[config.mk]
export PLATFORM = sky130hd
export DESIGN_NAME = uart_rx_ctrl
export DESIGN_NICKNAME = d
export VERILOG_FILES = /design/src/rtl/uart_rx_ctrl.sv
export SDC_FILE = /design/constraint.sdc
export NUM_CORES = 1
export LEC_CHECK = 0
export ABC_AREA = 1
export BUFFER_PORTS_ARGS = -buffer_cell sky130_fd_sc_hd__buf_2
export CAP_MARGIN = 20
export CORE_UTILIZATION = 65
export CTS_BUF_LIST = sky130_fd_sc_hd__clkbuf_4
export CTS_CLUSTER_SIZE = 30
export DETAILED_ROUTE_END_ITERATION = 8
export MAX_ROUTING_LAYER = met4
export PLACE_DENSITY = 0.85
export SLEW_MARGIN = 40
export SYNTH_ARGS = -nofsm -noshare
export SYNTH_HDL_FRONTEND = slang
export SYNTH_SLANG_ARGS = --single-unit
[constraint.sdc]
create_clock -name clock -period 4.5 [get_ports clock]
set_clock_uncertainty 0.1 [all_clocks]
set_input_delay 0.9 -clock clock [delete_from_list [all_inputs] [get_ports clock]]
set_output_delay 0.9 -clock clock [all_outputs]
set_load 0.01 [all_outputs]
[src/rtl/uart_rx_ctrl.sv]
// uart_rx_ctrl: oversampled UART receive sequencer that finds the start bit, samples each bit at mid-bit
// and delivers the assembled frame with a one-cycle received pulse.
module uart_rx_ctrl #(
    parameter int OVERSAMPLE = 16,
    parameter int FRAME_BITS = 11
) (
    input  logic                  clock,
    input  logic                  reset_n,
    input  logic                  baud_tick,
    input  logic                  rx_serial,
    output logic [FRAME_BITS-1:0] data_parll,
    output logic                  recieved_flag,
    output logic                  rx_busy
);
    localparam int CW = $clog2(OVERSAMPLE);
    localparam logic [CW-1:0] HALF = CW'(OVERSAMPLE / 2 - 1);
    localparam logic [CW-1:0] LAST = CW'(OVERSAMPLE - 1);
    localparam logic [3:0] STOP_IDX = 4'(FRAME_BITS - 1);
    typedef enum logic [1:0] {IDLE, START, DATA, DONE} state_t;
    state_t state, state_nx;
    logic rx_meta, rx_s;
    logic [CW-1:0] cnt, cnt_nx;
    logic [3:0] idx, idx_nx;
    logic [FRAME_BITS-1:0] shreg, shreg_nx;
    always_comb begin
        state_nx = state;
        cnt_nx = cnt;
        idx_nx = idx;
        shreg_nx = shreg;
        case (state)
            IDLE: begin
                cnt_nx = '0;
                state_nx = rx_s ? IDLE : START;
            end
            START: if (baud_tick) begin
                if (cnt == HALF) begin
                    // mid-start sample: a high line here means the fall was a glitch
                    cnt_nx = '0;
                    if (rx_s) begin
                        state_nx = IDLE;
                    end else begin
                        shreg_nx[0] = 1'b0;
                        idx_nx = 4'd1;
                        state_nx = DATA;
                    end
                end else begin
                    cnt_nx = cnt + 1'b1;
                end
            end
            DATA: if (baud_tick) begin
                if (cnt == LAST) begin
                    cnt_nx = '0;
                    shreg_nx[idx] = rx_s;
                    idx_nx = idx + 4'd1;
                    state_nx = (idx == STOP_IDX) ? DONE : DATA;
                end else begin
                    cnt_nx = cnt + 1'b1;
                end
            end
            DONE: state_nx = IDLE;
            default: state_nx = IDLE;
        endcase
    end
    always_ff @(posedge clock or negedge reset_n) begin
        if (!reset_n) begin
            rx_meta <= 1'b1;
            rx_s <= 1'b1;
            state <= IDLE;
            cnt <= '0;
            idx <= '0;
            shreg <= '0;
            data_parll <= '1;
            recieved_flag <= 1'b0;
        end else begin
            rx_meta <= rx_serial;
            rx_s <= rx_meta;
            state <= state_nx;
            cnt <= cnt_nx;
            idx <= idx_nx;
            shreg <= shreg_nx;
            data_parll <= (state == DONE) ? shreg : data_parll;
            recieved_flag <= (state == DONE);
        end
    end
    // stays high through DONE so it drops on the same edge the flag rises
    assign rx_busy = (state != IDLE);
endmodule

==> impl_metrics.tcl, run 1 <==
set metrics [dict create \
    max_slew.worst_pin.slew_ns 0.598 \
    yosysSeqAreaShare_pct 50.4 \
    required_ns 3.50 \
    hold_violations 0 \
    die_w_um 54.2 \
    synth_top_cell_by_area "dfrtp_1" \
    areaGrowthSynthToFinish_pct 8.69 \
    cts_made_buffers 5 \
    fin_util_pct 76.3 \
    synth_fp_nets 231 \
    ys_seq_elements 35 \
    max_freq_ghz 0.444 \
    min_period_ns 2.25 \
    grt_pass1_vias 1171 \
    synth.most_common_cell "nand2_1" \
    diodes 0 \
    fin_crit_sh_pct 50.0 \
    synth_edf_count 0 \
    p_leak_nw 1.03 \
    vias_per_cell 5.25 \
    worst_skew_pair.late_latency_ns 0.33 \
    ys.flop_type "dfrtp_1" \
    clk_pin_slew_ns 0.10 \
    post_cts_buffers 0 \
    fin_tns_setup_ns 0 \
    fin_nets 250 \
    ant_nets 0 \
    setup_viol 0 \
    start_kind "flip-flop" \
    crit_type "reg2out" \
    cts.sinks 35 \
    rows 18 \
    gp_congestion 0.853 \
    hpwl_um 2230 \
    grt_usage_pct 24.9 \
    cts_buffer_depth 2 \
    dieHeight_um 54.2 \
    synth_area_leaders "dfrtp_1 31%, nand2_1 20%, dfstp_2 19%" \
    root_buffer "clkbuf_4" \
    netlist_area_mm2 0.00177 \
    drc_errors 0 \
    grt_start_max_net_pins 36 \
    worstHoldPathType "reg2reg" \
    cts_resized 0 \
    num_vias 1402 \
    cts_tree "yes" \
    status "complete, no violations" \
    floorplan.initialDensity_pct 70.2 \
    die-area_mm2 0.00294 \
    postSynthCellCount 217 \
    crit_fanout 5 \
    yosys-top-cells-count "96 x nand2_1, 22 x dfrtp_1, 20 x inv_1" \
    yosysTopAreaCellShare_pct 31.1 \
    synth-warning-count 0 \
    core_area_mm2 0.00252 \
    end_kind "primary output" \
    netlist-cell-type-count 20 \
    avgSynthCellArea_um2 8.16 \
    crit_arrival_ns 1.25 \
    grt_remaining_overflow 0 \
    port_buffers 16 \
    ir_worst_vdd_uv 327 \
    drv_cap 0 \
    h-tree-depth 2 \
    finalMaxSlewViolations 0 \
    antenna_found_initial 0 \
    rsz0062_at_grt "no" \
    cts_hold_buf 0 \
    routed_wl_um 3020 \
    grt_pass1_wl_um 4990 \
    synthArstFlopShare_pct 100 \
    drt_pass1_iterations 4 \
    drive_above_1_share_pct 18.1 \
    routedWlPerCell_um 11.3 \
    ios 17 \
    drt_iter0_drc 40 \
    relSlewSlack_pct 60.0 \
    power.density_mw_per_mm2 401 \
]
[cells by family (layout without fill, tap and decap cells)]
group	Yosys count	in the layout	synth area share (%)
AOI/OAI and AO/OA	9	9	2.69
adders and majority gates	10	10	7.07
xor gates and xnor gates	1	1	0.495
DFF	35	35	50.4
buffers and inverters	25	45	5.79
and+or+nand+nor	137	137	33.6
[layout by cell type, fill, tap and decap left out]
| cell type | count |
|---|---|
| nand4_1 | 12 |
| clkinvlp_4 | 2 |
| nand2_1 | 96 |
| buf_4 | 1 |
| xor2_1 | 1 |
| nor3_4 | 1 |
| a21boi_0 | 1 |
| nand3_2 | 2 |
| ha_1 | 10 |
| or2_2 | 1 |
| a21oi_1 | 5 |
| inv_1 | 20 |
| nor2_1 | 8 |
| dfrtp_1 | 22 |
| o21ai_0 | 3 |
| clkbuf_4 | 5 |
| clkinv_2 | 1 |
| dfstp_2 | 13 |
| buf_2 | 15 |
| nand3_1 | 16 |
| nor2_2 | 1 |
| inv_2 | 1 |
[area by class of cell]
class                      count  area [um^2]
clock buffer                   5         37.5
timing repair buffer          16         82.6
clock inverter                 3         20.0
inverter                      21         78.8
multi-input combinational    157          776
tap                           30         37.5
fill                         179          598
sequential                    35          892
[worst max-delay path: stages, from the launching register on]
cell	delay, ns
dfrtp_1	0.45
inv_1	0.12
ha_1	0.20
inv_1	0.04
buf_2	0.11
[registers in the layout (all words and copies together) (netlist names), named ones only]
signal / cells
data_parll: 11
shreg: 11
rx_s: 1
rx_meta: 1
recieved_flag: 1
state: 1
cnt: 4
idx: 4
[metrics by stage]
step / setup slack, ns / std cells / instance area [um^2] / power [W] / hold WS, ns
global placement: 2.45 / 259 / 1860 / 0.000594 / 0.248
detailed placement: 2.43 / 259 / 1860 / 0.000608 / 0.249
global route: 2.18 / 267 / 1920 / 0.000835 / 0.266
CTS: 2.25 / 267 / 1920 / 0.000771 / 0.264
finish: 2.25 / 267 / 1920 / 0.000771 / 0.262
floorplan: 2.70 / 217 / 1770 / 0.000547 / 0.245
[path summary, 6_finish.rpt]
path	depth (start not counted)	start	slack [ns]	to
worst max-delay path	4	state[0]$_DFFE_PN0P_	2.25	rx_busy
worst min-delay path	0	rx_meta$_DFF_PN1_	0.26	rx_s$_DFF_PN1_
worst max register to register	7	state[0]$_DFFE_PN0P_	2.46	shreg[10]$_DFFE_PN0P_
worst min register to register	0	rx_meta$_DFF_PN1_	0.26	rx_s$_DFF_PN1_
max in group asynchronous	1	reset_n	3.58	rx_s$_DFF_PN1_
min in group asynchronous	1	reset_n	0.39	cnt[1]$_DFFE_PN0P_
[layer usage]
metal | up-vias | wire length (um) | GRT usage (%)
met3 | 4 | 156 | 6.78
met5 | - | 0 | -
met1 | 631 | 1490 | 33.6
met2 | 42 | 1340 | 37.0
li1 | 725 | - | -
met4 | 0 | 27 | 6.41
[power breakdown]
group | switching [W] | internal [W] | leakage, nW
Sequential | 0.0000318 | 0.000342 | 0.437
Combinational | 0.000158 | 0.0000752 | 0.565
Clock | 0.000104 | 0.0000596 | 0.0272
Note: power is estimated with default switching activity, not from simulation.
==> run 2, diff against run 1 <==
- CORE_UTILIZATION: 65 -> 61
- PLACE_DENSITY: 0.85 -> 0.81
- clock period: 4.5 -> 2.25 ns (I/O delays scaled with it)
==> impl_metrics.tcl, run 2 (synthesis results as in run 1) <==
set metrics [dict create \
    core_area_mm2 0.00276 \
    net-switching-power_w 0.000583 \
    setup_viol 0 \
    ios 17 \
    diodes 0 \
    hold_slack_ns 0.101 \
    crit_type "reg2reg" \
    power_w 0.00165 \
    ir_worst_vdd_uv 679 \
    cts_made_buffers 5 \
    post_cts_buffers 0 \
    wl_met1_um 1560 \
    drc_errors 0 \
    start_kind "flip-flop" \
    worstHoldPathType "in2reg" \
    grt_usage_pct 23.6 \
    vias_per_cell 5.15 \
    drt_pass1_iterations 4 \
    power_frac_clock_pct 26.2 \
    dieHeight_um 55.9 \
    drt_iter0_drc 59 \
    routed.top_layer "met4" \
    port_buffers 16 \
    cts_buffer_depth 2 \
    hold_violations 0 \
    cts.sinks 35 \
    power.density_mw_per_mm2 839 \
    p_comb_share_pct 28.7 \
    end_kind "flip-flop" \
    ant_nets 0 \
    design_area_mm2 0.00197 \
    grt_pass1_wl_um 5430 \
    min_period_ns 1.98 \
    p_leak_nw 1.06 \
    antenna_found_initial 0 \
    root_buffer "clkbuf_4" \
    rows 19 \
    areaGrowthSynthToFinish_pct 11.2 \
    cts_tree "yes" \
    max_freq_ghz 0.505 \
    dpl_cell_area_mm2 0.00188 \
    grt_pass1_vias 1228 \
    die-area_mm2 0.00312 \
    reg_top3 "data_parll x11, shreg x11" \
    routedWlPerCell_um 11.3 \
    routed_wl_um 3050 \
    final_common_cell "nand2_1" \
    grt_remaining_overflow 0 \
    layout_common_cells "96 x nand2_1, 22 x dfrtp_1, 20 x inv_1" \
    met3_length_um 126 \
    finalMaxSlewViolations 0 \
    worst_skew_pair.late_latency_ns 0.34 \
    p_int_w 0.00107 \
    grt_start_max_net_pins 36 \
    fin_crit_sh_pct 88.1 \
    p_sw_share_pct 35.3 \
    drive_above_1_share_pct 18.3 \
    fin_tns_setup_ns 0 \
    status "complete, no violations" \
    rsz0062_at_grt "no" \
    seqPwrFrac_pct 45.0 \
    max_slew.worst_pin.slew_ns 0.589 \
    num_vias 1396 \
    floorplan.initialDensity_pct 64.2 \
    relSlewSlack_pct 60.6 \
    gp_congestion 0.840 \
    wl_met2_um 1320 \
    crit_arrival_ns 2.12 \
    clk_pin_slew_ns 0.10 \
    hpwl_um 2230 \
    crit_fanout 19 \
    drv_cap 0 \
    required_ns 2.39 \
    h-tree-depth 2 \
    die_w_um 55.9 \
    fin_nets 253 \
]
## run 2: changes by cell type in the layout (fill, tap and decap cells not counted), sizes merged
cell,delta
clkinvlp,-2
dlygate4sd3,+1
buf,+2
clkinv,+1
bufinv,+1
## run 2: per-layer routing
layer	global-route usage, %	up-vias
met5	-	-
met4	7.32	0
met3	7.67	6
met2	34.1	29
met1	32.1	631
li1	-	730
## run 2: stage by stage
stage                     cells  utilization, %  worst slack (ns)
after detailed placement    262            68.2             0.298
final                       271            71.4             0.268
after global routing        271            71.4            0.0836
after CTS                   270            71.0             0.277
after global placement      262            68.2             0.378
after floorplan             217               -             0.582
## run 2: power groups by stage
stage	Clock (W)	Sequential (W)	Combinational [W]
3_5_place_dp	0	0.000755	0.000468
6_report	0.000433	0.000744	0.000475
2_1_floorplan	0	0.000744	0.000349
5_1_grt	0.000475	0.000754	0.000534
3_3_place_gp	0	0.000753	0.000460
4_1_cts	0.000439	0.000744	0.000470
## run 2: worst max-delay path, cell delays in order, from the launching register on
cell	delay (ns)
dfrtp_1	0.44
inv_1	0.14
ha_1	0.27
inv_2	0.11
nor3_4	0.52
nand3_1	0.15
nand2_1	0.11
nand2_1	0.05
## run 2: cell type report
cell class | count | area (um^2)
clock buffer | 5 | 37.5
clock inverter | 3 | 38.8
fill | 228 | 788
inverter | 21 | 78.8
multi-input combinational | 157 | 776
sequential | 35 | 892
tap | 31 | 38.8
timing repair buffer | 19 | 108
## run 2: timing repair
| item | CTS | global route |
|---|---|---|
| resized for setup | 0 | 0 |
| hold endpoints to repair | 0 | 22 |
| hold buffers | 0 | 1 |
## run 2: path summary, 6_finish.rpt
path                                         to  cells past startpoint                 start  slack (ns)
setup / recovery           shreg[7]$_DFFE_PN0P_                      7  state[0]$_DFFE_PN0P_        0.27
hold / removal                rx_meta$_DFF_PN1_                      1             rx_serial        0.10
setup reg to reg           shreg[7]$_DFFE_PN0P_                      7  state[0]$_DFFE_PN0P_        0.27
hold reg to reg                  rx_s$_DFF_PN1_                      0     rx_meta$_DFF_PN1_        0.27
max in group asynchronous     rx_meta$_DFF_PN1_                      2               reset_n        1.24
min in group asynchronous  shreg[2]$_DFFE_PN0P_                      2               reset_n        0.48
